$ cat src/rtl/and_pulse_meas.sv
// Measures each high run of din in clk samples and queues {len, sat} records in a small FIFO.
// Optional drop accounting (drop_cnt, overflow) is enabled by defining AND_PULSE_MEAS_DROP_CNT_EN.
module and_pulse_meas #(
    parameter int CNT_W = 8,
    parameter int DEPTH = 4,
    parameter int TOT_W = 16
) (
    input  logic             clk,
    input  logic             rst,
    input  logic             din,
    output logic             m_valid,
    input  logic             m_ready,
    output logic [CNT_W-1:0] m_len,
    output logic             m_sat,
    output logic             run_active,
    output logic [TOT_W-1:0] pulse_total,
    output logic             full
`ifdef AND_PULSE_MEAS_DROP_CNT_EN
    ,
    output logic [7:0]       drop_cnt,
    output logic             overflow
`endif
);

    localparam int AW = $clog2(DEPTH);
    localparam logic IDLE = 1'b0;
    localparam logic RUN  = 1'b1;
    localparam logic [CNT_W-1:0] LEN_MAX = '1;

    logic             state_q, state_d;
    logic [CNT_W-1:0] len_q, len_d;
    logic             sat_q, sat_d;
    logic [TOT_W-1:0] total_q, total_d;
    logic [AW:0]      wr_ptr_q, wr_ptr_d;
    logic [AW:0]      rd_ptr_q, rd_ptr_d;
    logic [CNT_W-1:0] len_mem_q [DEPTH];
    logic             sat_mem_q [DEPTH];

    logic push, pop, wr_en, empty;

    always_comb begin
        state_d = state_q;
        len_d   = len_q;
        sat_d   = sat_q;
        total_d = total_q;
        push    = 1'b0;
        case (state_q)
            IDLE: begin
                if (din) begin
                    state_d = RUN;
                    len_d   = CNT_W'(1);
                    sat_d   = (CNT_W'(1) == LEN_MAX);
                end
            end
            RUN: begin
                if (din) begin
                    if (len_q != LEN_MAX) begin
                        len_d = len_q + CNT_W'(1);
                    end
                    sat_d = (len_d == LEN_MAX);
                end else begin
                    state_d = IDLE;
                    push    = 1'b1;
                    total_d = total_q + TOT_W'(1);
                end
            end
            default: state_d = IDLE;
        endcase
    end

    // Same-edge pop frees the slot, so a push while full still lands when the head leaves.
    assign empty = (wr_ptr_q == rd_ptr_q);
    assign full  = (wr_ptr_q[AW] != rd_ptr_q[AW]) && (wr_ptr_q[AW-1:0] == rd_ptr_q[AW-1:0]);
    assign pop   = ~empty & m_ready;
    assign wr_en = push & (~full | pop);

    always_comb begin
        wr_ptr_d = wr_ptr_q;
        rd_ptr_d = rd_ptr_q;
        if (wr_en) wr_ptr_d = wr_ptr_q + (AW+1)'(1);
        if (pop)   rd_ptr_d = rd_ptr_q + (AW+1)'(1);
    end

    always_ff @(posedge clk) begin
        if (rst) begin
            state_q  <= IDLE;
            len_q    <= '0;
            sat_q    <= 1'b0;
            total_q  <= '0;
            wr_ptr_q <= '0;
            rd_ptr_q <= '0;
        end else begin
            state_q  <= state_d;
            len_q    <= len_d;
            sat_q    <= sat_d;
            total_q  <= total_d;
            wr_ptr_q <= wr_ptr_d;
            rd_ptr_q <= rd_ptr_d;
        end
    end

    always_ff @(posedge clk) begin
        if (!rst && wr_en) begin
            len_mem_q[wr_ptr_q[AW-1:0]] <= len_q;
            sat_mem_q[wr_ptr_q[AW-1:0]] <= sat_q;
        end
    end

    assign m_valid     = ~empty;
    assign m_len       = empty ? '0 : len_mem_q[rd_ptr_q[AW-1:0]];
    assign m_sat       = empty ? 1'b0 : sat_mem_q[rd_ptr_q[AW-1:0]];
    assign run_active  = (state_q == RUN);
    assign pulse_total = total_q;

`ifdef AND_PULSE_MEAS_DROP_CNT_EN
    logic [7:0] drop_cnt_q, drop_cnt_d;
    logic       ovf_q, ovf_d;
    logic       drop;

    assign drop = push & full & ~pop;

    always_comb begin
        drop_cnt_d = drop_cnt_q;
        ovf_d      = ovf_q;
        if (drop) begin
            ovf_d = 1'b1;
            if (drop_cnt_q != 8'hFF) drop_cnt_d = drop_cnt_q + 8'd1;
        end
    end

    always_ff @(posedge clk) begin
        if (rst) begin
            drop_cnt_q <= '0;
            ovf_q      <= 1'b0;
        end else begin
            drop_cnt_q <= drop_cnt_d;
            ovf_q      <= ovf_d;
        end
    end

    assign drop_cnt = drop_cnt_q;
    assign overflow = ovf_q;
`endif

endmodule

$ cat config.mk
export PLATFORM = sky130hd
export DESIGN_NAME = and_pulse_meas
export DESIGN_NICKNAME = d
export VERILOG_FILES = /design/src/rtl/and_pulse_meas.sv
export SDC_FILE = /design/constraint.sdc
export NUM_CORES = 1
export LEC_CHECK = 0
export CORE_UTILIZATION = 42
export CTS_BUF_LIST = sky130_fd_sc_hd__clkbuf_2
export DETAILED_ROUTE_END_ITERATION = 10
export GPL_ROUTABILITY_DRIVEN = 0
export PLACE_DENSITY_LB_ADDON = 0.1
export SLEW_MARGIN = 10
export SYNTH_ARGS = -nofsm -noshare
export SYNTH_HDL_FRONTEND = slang
export SYNTH_SLANG_ARGS = --single-unit
$ cat constraint.sdc
create_clock -name clk -period 2.71 [get_ports clk]
set_input_delay 0.542 -clock clk [delete_from_list [all_inputs] [get_ports clk]]
set_output_delay 0.542 -clock clk [all_outputs]
set_load 0.01 [all_outputs]
==> results_dict.tcl <==
set metrics [dict create \
    core_sq_um 7210 \
    cts_tree "yes" \
    path_buf_inv 2 \
    async_flop_share_pct 0 \
    maxCapViolations 0 \
    htreeDepth 3 \
    die_y_um 88.4 \
    dp_hpwl_um 4030 \
    yosysWarningCount 0 \
    drt_iter0_drc 84 \
    critPathTopFamily "simple AND/OR/NAND/NOR gates" \
    setup_ws_ns 0.0853 \
    worstPathCellList "xor2_4 > or2_4 > nor2_4 > buf_4 > and2b_1 > dlygate4sd2_1" \
    cp-end-kind "primary output" \
    root_buffer "clkbuf_2" \
    ys_seq_elements 70 \
    seq_area_frac_synth_pct 56.3 \
    grt_overflow 0 \
    required_ns 2.17 \
    worst-path-max-fanout 4 \
    clock_path_buffers 2 \
    drive_gt1_share_pct 17.5 \
    dr.max_layer_used "met4" \
    drc_errors 0 \
    cp_slowest_stage_delay_ns 0.41 \
    die_x_um 88.4 \
    hold_depth 2 \
    detail-route-antenna-nets 0 \
    status "complete, no violations" \
    clkLatencyLatePin_ns 0.51 \
    worstReg2RegEnd "sat_q" \
    fin_skew_ns 0.0188 \
    vias 2113 \
    syn-num-nets 269 \
    arrival_ns 2.08 \
    synth_edf_count 36 \
    maxSlewHeadroom_pct 67.5 \
    nets 314 \
    cts_hold_buf 0 \
    antenna_cells_inserted 0 \
    leakage_uw 0.00136 \
    worstReg2RegStart "len_q[1]" \
    clock-sinks 70 \
    cts_buffers 9 \
    r2r_setup_slack_ns 0.65 \
    die-area_sq_um 7810 \
    start_util_pct 43.4 \
    r2r_cells 5 \
    hold_viol 0 \
    firstDrtPassIters 4 \
    most-common-layout-cells "edfxtp_1, dfxtp_1, nor2_1, clkdlybuf4s50_1, buf_4" \
    final-setup-viol-count 0 \
    worstSetupStartpointType "register" \
    holdPathEnd "pulse_total[15]" \
    tightest_slew_ns 0.487 \
    dpl_worst_slack_ns -0.00385 \
    grt_setup_unrepaired "true" \
    hold_path.class "register to register" \
    syn_to_final_growth_pct 21.5 \
    grt_pass1_vias 1992 \
    port_buffers 31 \
    row_count 31 \
    min_from "pulse_total[15]" \
    power.density_nw_per_um2 532 \
    synth_area_sq_um 3130 \
    final.min_clock_period_ns 2.62 \
    path_class "register to primary output" \
    period_share_pct 96.9 \
    vias_per_cell 5.19 \
    fmax_mhz 381 \
    synth_cell_types 45 \
    wl_met2_um 2840 \
    post_drt_wl_per_cell_um 14.9 \
    syn_area_per_cell_sq_um 12.1 \
    wl_met1_um 2890 \
    wl_um 6060 \
    grt_max_degree 15 \
    vdd_ir_drop_max_v 0.000196 \
    track_usage_pct 17.0 \
    postSynthCellCount 258 \
    whs_ns 0.499 \
    io-pin-count 32 \
    final_common_cell "edfxtp_1" \
    antenna_found_initial 0 \
    clk_pin_slew_ns 0.21 \
    slowest_stage "dfxtp_4" \
    slew_viol_final 0 \
    synth-main-ff-cell "edfxtp_1" \
    grt_pass1_wl_um 9880 \
    met3_length_um 216 \
]
[Yosys cell counts, types with 3 or more instances]
cell / instances / share of area [%]
a211oi_1: 5 / 1.2
a21oi_1: 10 / 1.6
a31oi_1: 3 / 0.60
and2_1: 5 / 1.0
and2b_1: 3 / 0.72
and4_1: 3 / 0.84
buf_2: 5 / 0.80
clkbuf_1: 4 / 0.48
dfxtp_1: 34 / 22
edfxtp_1: 36 / 35
ha_1: 7 / 2.8
inv_1: 6 / 0.72
mux2_2: 3 / 1.1
mux2i_1: 3 / 0.96
mux4_2: 9 / 6.5
nand2_1: 12 / 1.4
nand3_1: 5 / 0.80
nand4_1: 8 / 1.6
nor2_1: 27 / 3.2
nor2b_1: 10 / 2.0
o21ai_0: 4 / 0.64
o31ai_1: 7 / 1.7
or3_1: 3 / 0.60
xnor2_1: 5 / 1.4
xor2_1: 13 / 3.6
[routing by layer]
| layer | track usage [%] | vias up |
|---|---|---|
| li1 | - | 1045 |
| met2 | 27.3 | 39 |
| met3 | 3.54 | 10 |
| met4 | 8.36 | 0 |
| met5 | 0 | - |
| met1 | 22.0 | 1019 |
[worst max-delay path by stage]
stage / cells after the start / end / from / slack, ns
after global routing: 6 / m_sat / wr_ptr_q[0] / -0.02
after global placement: 5 / m_sat / wr_ptr_q[0] / 0.06
final: 6 / m_sat / wr_ptr_q[0] / 0.09
after CTS: 6 / m_sat / wr_ptr_q[0] / 0.02
after floorplan: 4 / len_mem_q[3][0] / din / 0.67
after detailed placement: 5 / m_len[5] / wr_ptr_q[0] / -0.004
[timing repair]
action	CTS	global route
pin swaps	1	1
buffers inserted	5	0
resized for setup	20	7
gates cloned	0	0
endpoints found under the setup margin	10	6
[power breakdown]
group	leakage (uW)	switching (uW)	internal, uW	total, uW
combinational	0.000670	91.5	99.2	191
sequential	0.000607	15.8	1120	1130
clock	0.0000801	391	309	700
total	0.00136	499	1530	2020
[cell families (layout without fill, tap and decap cells)]
family                     Yosys count  count (layout)  share of synthesized area, %
AOI/OAI and AO/OA                   37              37                          8.47
adders and majority gates            7               7                          2.80
buffers and inverters               20              70                          3.08
and+or+nand+nor                     91              91                          15.9
xor gates and xnor gates            18              18                          5.03
DFF                                 70              70                          56.3
muxes                               15              15                          8.51
[flip-flops by register name, indices dropped and copies added (netlist names), named ones only]
signal,flops
len_mem_q,32
len_q,8
pulse_total,16
rd_ptr_q,3
run_active,1
sat_mem_q,4
sat_q,1
wr_ptr_q,3
[stage by stage]
stage,util [%],power (uW),std cells,setup TNS (ns),area (sq um)
3_5_place_dp,49.7,1320,386,-0.00539,3580
3_3_place_gp,49.7,1310,386,0,3580
5_1_grt,52.8,2110,407,-0.0255,3810
2_1_floorplan,-,1250,258,0,3130
4_1_cts,52.4,2040,407,0,3780
6_report,52.8,2020,407,0,3810
[final cells by class]
cell class,instances,area [sq um]
fill,664,3410
sequential,70,1770
multi-input combinational,168,1310
timing repair buffer,48,437
tap,99,124
clock inverter,7,97.6
clock buffer,9,45.0
inverter,6,22.5
[tightest hold or removal path, stage by stage, from the launching register on]
cell and delay, ns:
dfxtp_1 0.36, o31ai_1 0.06, a21oi_1 0.06
No activity file was read; power rests on OpenSTA's default activity.
